File: config.mk
export PLATFORM = sky130hd
export DESIGN_NAME = pwm_multi
export DESIGN_NICKNAME = d
export VERILOG_FILES = /design/src/rtl/pwm_multi.sv
export SDC_FILE = /design/constraint.sdc
export NUM_CORES = 1
export LEC_CHECK = 0
export BUFFER_PORTS_ARGS = -buffer_cell sky130_fd_sc_hd__buf_4
export CAP_MARGIN = 30
export CORE_MARGIN = 2
export CORE_UTILIZATION = 44
export CTS_CLUSTER_DIAMETER = 120
export DETAILED_ROUTE_END_ITERATION = 8
export GPL_TIMING_DRIVEN = 0
export PLACE_DENSITY = 0.62
export SETUP_SLACK_MARGIN = 0.5
export SYNTH_ARGS = -nofsm -noshare
export SYNTH_HDL_FRONTEND = slang
export SYNTH_SLANG_ARGS = --single-unit
File: constraint.sdc
create_clock -name clkIn -period 8.4 [get_ports clkIn]
set_input_delay 0.84 -clock clkIn [delete_from_list [all_inputs] [get_ports clkIn]]
set_output_delay 0.84 -clock clkIn [all_outputs]
set_load 0.02 [all_outputs]
File: src/rtl/pwm_multi.sv
// Multi-channel PWM sharing one period counter. Duty and alignment mode are
// double-buffered and reload only at a period boundary or while the block is idle.
module pwm_multi #(
    parameter int NUM_CH           = 4,
    parameter int N                = 8,
    parameter int PERIOD_CLK_COUNT = 2000000
) (
    input  logic                                         clkIn,
    input  logic                                         rstIn,
    input  logic                                         enIn,
    input  logic                                         modeIn,
    input  logic [NUM_CH-1:0]                            chEnIn,
    input  logic [NUM_CH-1:0]                            polIn,
    input  logic                                         wrEnIn,
    input  logic [((NUM_CH > 1) ? $clog2(NUM_CH) : 1)-1:0] wrChIn,
    input  logic [N-1:0]                                 wrDutyIn,
    output logic [NUM_CH-1:0]                            pwmOut,
    output logic                                         periodStartOut
);

    localparam int CNT_W = $clog2(PERIOD_CLK_COUNT);
    // One extra bit so the full period length itself is representable.
    localparam int CW = CNT_W + 1;
    localparam logic [CNT_W-1:0] CNT_MAX = CNT_W'(PERIOD_CLK_COUNT - 1);
    localparam logic [CW-1:0]    STEP    = CW'(PERIOD_CLK_COUNT >> N);
    localparam logic [CW-1:0]    PER_W   = CW'(PERIOD_CLK_COUNT);

    logic [CNT_W-1:0]  cnt_q, cnt_d;
    logic [N-1:0]      pend_q [NUM_CH];
    logic [N-1:0]      pend_d [NUM_CH];
    logic [N-1:0]      act_q  [NUM_CH];
    logic [N-1:0]      act_d  [NUM_CH];
    logic              mode_q, mode_d;
    logic [NUM_CH-1:0] pwm_q, pwm_d;
    logic              pstart_q, pstart_d;
    logic [NUM_CH-1:0] wr_hit;
    logic              boundary, reload;

    function automatic logic pwm_level(input logic [N-1:0]     duty,
                                       input logic [CNT_W-1:0] cnt,
                                       input logic             center);
        logic [CW-1:0] thr;
        logic [CW-1:0] lo;
        logic [CW-1:0] hi;
        logic [CW-1:0] c;
        thr = CW'(duty) * STEP;
        c   = CW'(cnt);
        lo  = (PER_W - thr) >> 1;
        hi  = lo + thr;
        if (center) begin
            return (c >= lo) && (c < hi);
        end
        return c < thr;
    endfunction

    always_comb begin
        boundary = enIn && (cnt_q == CNT_MAX);
        reload   = boundary || !enIn;
        cnt_d    = cnt_q;
        if (enIn) begin
            cnt_d = boundary ? '0 : cnt_q + CNT_W'(1);
        end
        mode_d   = reload ? modeIn : mode_q;
        pstart_d = enIn && (cnt_q == '0);
        wr_hit   = '0;
        pwm_d    = '0;
        for (int ch = 0; ch < NUM_CH; ch++) begin
            wr_hit[ch] = wrEnIn && (32'(wrChIn) == ch);
            pend_d[ch] = wr_hit[ch] ? wrDutyIn : pend_q[ch];
            // Taking pend_d lets a write on the reload edge bypass straight to active.
            act_d[ch]  = reload ? pend_d[ch] : act_q[ch];
            pwm_d[ch]  = (enIn && chEnIn[ch])
                       ? (pwm_level(act_q[ch], cnt_q, mode_q) ^ polIn[ch])
                       : polIn[ch];
        end
    end

    // Output stage: compare of the current count lands one clock later.
    always_ff @(posedge clkIn) begin
        if (rstIn) begin
            cnt_q    <= '0;
            mode_q   <= 1'b0;
            pwm_q    <= '0;
            pstart_q <= 1'b0;
            for (int ch = 0; ch < NUM_CH; ch++) begin
                pend_q[ch] <= '0;
                act_q[ch]  <= '0;
            end
        end else begin
            cnt_q    <= cnt_d;
            mode_q   <= mode_d;
            pwm_q    <= pwm_d;
            pstart_q <= pstart_d;
            for (int ch = 0; ch < NUM_CH; ch++) begin
                pend_q[ch] <= pend_d[ch];
                act_q[ch]  <= act_d[ch];
            end
        end
    end

    assign pwmOut         = pwm_q;
    assign periodStartOut = pstart_q;

endmodule

==> summary.md <==
| Metric | Value |
|---|---|
| Status | `completed` |
| Overflow after GRT | `0` |
| RSZ-0062 raised after global routing | `false` |
| Rel. slew slack | `31.25%` |
| Max Fanout on Critical Path | `8` |
| Avg WL per Cell | `16.54 um` |
| Post-synth EDFFs | `0` |
| Worst path required time | `8.66 ns` |
| Leakage power | `10.37 nW` |
| Final Cell Area | `20,010 sq um` |
| Row Count | `75` |
| H-tree Lvls | `3` |
| Area post-placement | `just under 20,000 sq um` |
| Final Net Count | `~2,900` |
| Post-layout util | `47.82%` |
| CP arrival | `7.79 ns` |
| Final setup margin | `0.8720 ns` |
| Slowest-stage cell, CP | `or4_1` |
| Clock sink total | `91` |
| Vias in the first global route | `15,450` |
| Drt first pass iters | `5` |
| Synth top area cells | `ha_1 32%, dfxtp_1 9.8%, fa_1 7.1%, xnor2_1 6.0%, inv_1 5.7%` |
| Minimum clock period | `7.528 ns` |
| Synth warn | `0` |
| Hold_ws | `between 0.4 and 0.5 ns` |
| Top delay family on crit path | `adder cells` |
| Async SR Flop Fraction | `0%` |
| Most used cell along the critical path | `ha_1` |
| Syn nets | `2,815` |
| Final period utilization | `between 80 and 90%` |
| Full die area | `43,880 sq um` |
| Post-DP HPWL | `39,440 um` |
| Die width | `209.5 um` |
| Tot GR Track Use | `a little over a fifth` |
| Synth Flop Type | `dfxtp_1` |
| Crit path from | `act_q[0][3]` |
| Switching Share | `51.01%` |
| VDD IR max | `around 0.00014 V` |
| Wirelength, routed | `46,930 um` |
| Largest stage delay on the critical path | `roughly 0.55 ns` |
| Critical path launch point type | `flip-flop` |
| CORE AREA | `41,850 sq um` |
| Unique cell type count in the Yosys netlist | `81` |
| Synthesized area per cell | `8.271 sq um` |
| Cells after DPL | `2,821` |
| Setup violators final | `0` |
| DIE HEIGHT | `approximately 210 um` |
| Root Driver | `clkbuf_16` |
| Final Max Tran Viols | `0` |
| WS Path Type | `flip-flop to flip-flop` |
| # diodes | `0` |
| Maximum clock path buffer count | `2` |
| CTS tree | `done` |
| Routability cong. | `around 0.9` |
| TNS Setup | `0 ns` |
| Area Growth Syn to Fin | `7.739%` |
| Syn Std Cell Area | `~19,000 sq um` |
| Pwr Density | `253.6 nW/um^2` |
| Net Sw Power | `2.589 mW` |
| Final antenna-violating net count | `0` |
| Hold Path Class | `flip-flop to flip-flop` |
| # Max-Cap Violations | `0` |
| Slew @ Worst Pin | `1.030 ns` |
| Worst Clk Skew | `about 0.012 ns` |
| I/O pin count | `28` |
| Initial antenna violation count | `0` |
| Share of cells above drive strength 1 | `between 4 and 5%` |
| Finished Layout Cells | `2,838` |
| Clk pin slew, worst setup/hold paths | `roughly 0.08 ns` |
| Post-synthesis cell count | `2,246` |
| Port buffer count | `27` |
| Share of power burned in the clock network | `8.3%` |
| Initial Util | `44.39%` |
| Worst Setup End Kind | `flip-flop` |
| Drt via density | `5.535` |
| Placement Setup Slack | `around 0.37 ns` |
| Design Power | `5.076 mW` |
| Largest net degree at the start of global routing | `20` |
| First-pass GRT wire length | `~78,000 um` |
| Starting DRT DRC Count | `693` |
| Synthesis-stage register bit count | `about 90` |
| Fmax | `about 130 MHz` |
| Top cell type's share of synthesized area | `roughly a third` |
| Worst-Skew Late Latency | `0.37 ns` |
| Combinational group share of total power | `just over 80%` |
| Synth area leader | `ha_1` |
| Internal power | `2.487 mW` |
| Remaining DRCs | `0` |
| Hold Vio Cnt, Final | `0` |
| Critical path buffer and inverter count | `2` |
| Hold wc startpoint | `cnt_q[1]` |
| Flop pwr share | `9.6%` |
| Num CTS Buffers | `9` |
| Reg-to-Reg Start | `act_q[0][3]` |
| Via count | `15,710` |
| Register area share after synthesis | `9.807%` |
## worst paths after layout
kind                            slack [ns]  cells past startpoint   endpoint
worst max-delay path                  0.87                     27  pwmOut[0]
worst min-delay path                  0.50                      2   cnt_q[1]
worst max register to register        0.87                     27  pwmOut[0]
worst min register to register        0.50                      2   cnt_q[1]
## final cells by class
class	instances	area, sq um
fillers	4058	21840
multi-input cells	1835	15610
flip-flops and latches	91	1832
inverters	291	1092
well taps	539	674.4
repair buffers	37	390.4
clock buffers	9	225.2
plain buffers	29	113.9
clock inverters	7	81.33
## synthesized netlist by cell type, types with 26 or more instances
cell type and count:
o21ai_1 37, mux2i_1 40, nand2_1 88, inv_1 284, xor2_1 65, nor3_1 49, o21ai_0 69, o21a_1 26
ha_1 480, a21o_1 56, a211oi_1 51, nor2_1 180, nor2b_1 37, nand3_1 38, nand2b_1 29, xnor2_1 128
dfxtp_1 91, fa_1 66, a21oi_1 122
## power groups by stage
stage / clock network [mW] / registers (mW) / logic (mW)
after floorplan: 0 / 0.483 / 3.33
after global placement: 0 / 0.495 / 4.00
after detailed placement: 0 / 0.495 / 4.10
after CTS: 0.427 / 0.485 / 4.15
after global routing: 0.443 / 0.489 / 4.79
final: 0.421 / 0.485 / 4.17
## state kept, by name (all words and copies together) (netlist names)
signal and count:
periodStartOut 1, pwmOut 4, pend_q 32, cnt_q 21, act_q 32, mode_q 1
## layer usage
| layer | wire length (um) | global-route usage (%) | up-vias |
|---|---|---|---|
| li1 | - | - | 8048 |
| met1 | 23700 | 30.98 | 7397 |
| met2 | 20820 | 36.17 | 232 |
| met3 | 1853 | 2.469 | 31 |
| met4 | 559 | 3.106 | 0 |
| met5 | 0 | 0 | - |
## logic make-up after synthesis
family,count (synthesis),share of synthesized area (%)
xor gates and xnor gates,195,9.342
muxes,43,2.337
buffers and inverters,320,6.486
adders and majority gates,547,39.50
AOI/OAI and AO/OA,490,17.44
and+or+nand+nor,560,15.09
DFF,91,9.807
## worst min-delay path, cell delays in order (launching register included)
cell	delay, ns
dfxtp_1	0.33
nand2_1	0.07
a21oi_1	0.05
## cells in the final DEF (no fill, tap or decap), types with 26 or more instances in the layout
cell,instances
nand3_1,38
a21oi_1,122
mux2i_1,40
nand2_1,88
xnor2_1,126
buf_4,27
o21a_1,26
o21ai_0,69
nor2_1,179
inv_1,284
dfxtp_1,85
nor3_1,48
nand2b_1,29
a21o_1,56
o21ai_1,37
a211oi_1,51
xor2_1,64
nor2b_1,37
ha_1,480
fa_1,66
## what timing repair did
action,CTS,global route
gates resized for setup,1,17
hold buffers,0,0
setup endpoints to repair,1,3
pin swaps,0,1
setup buffers,0,0
No activity file was read; power rests on OpenSTA's default activity.
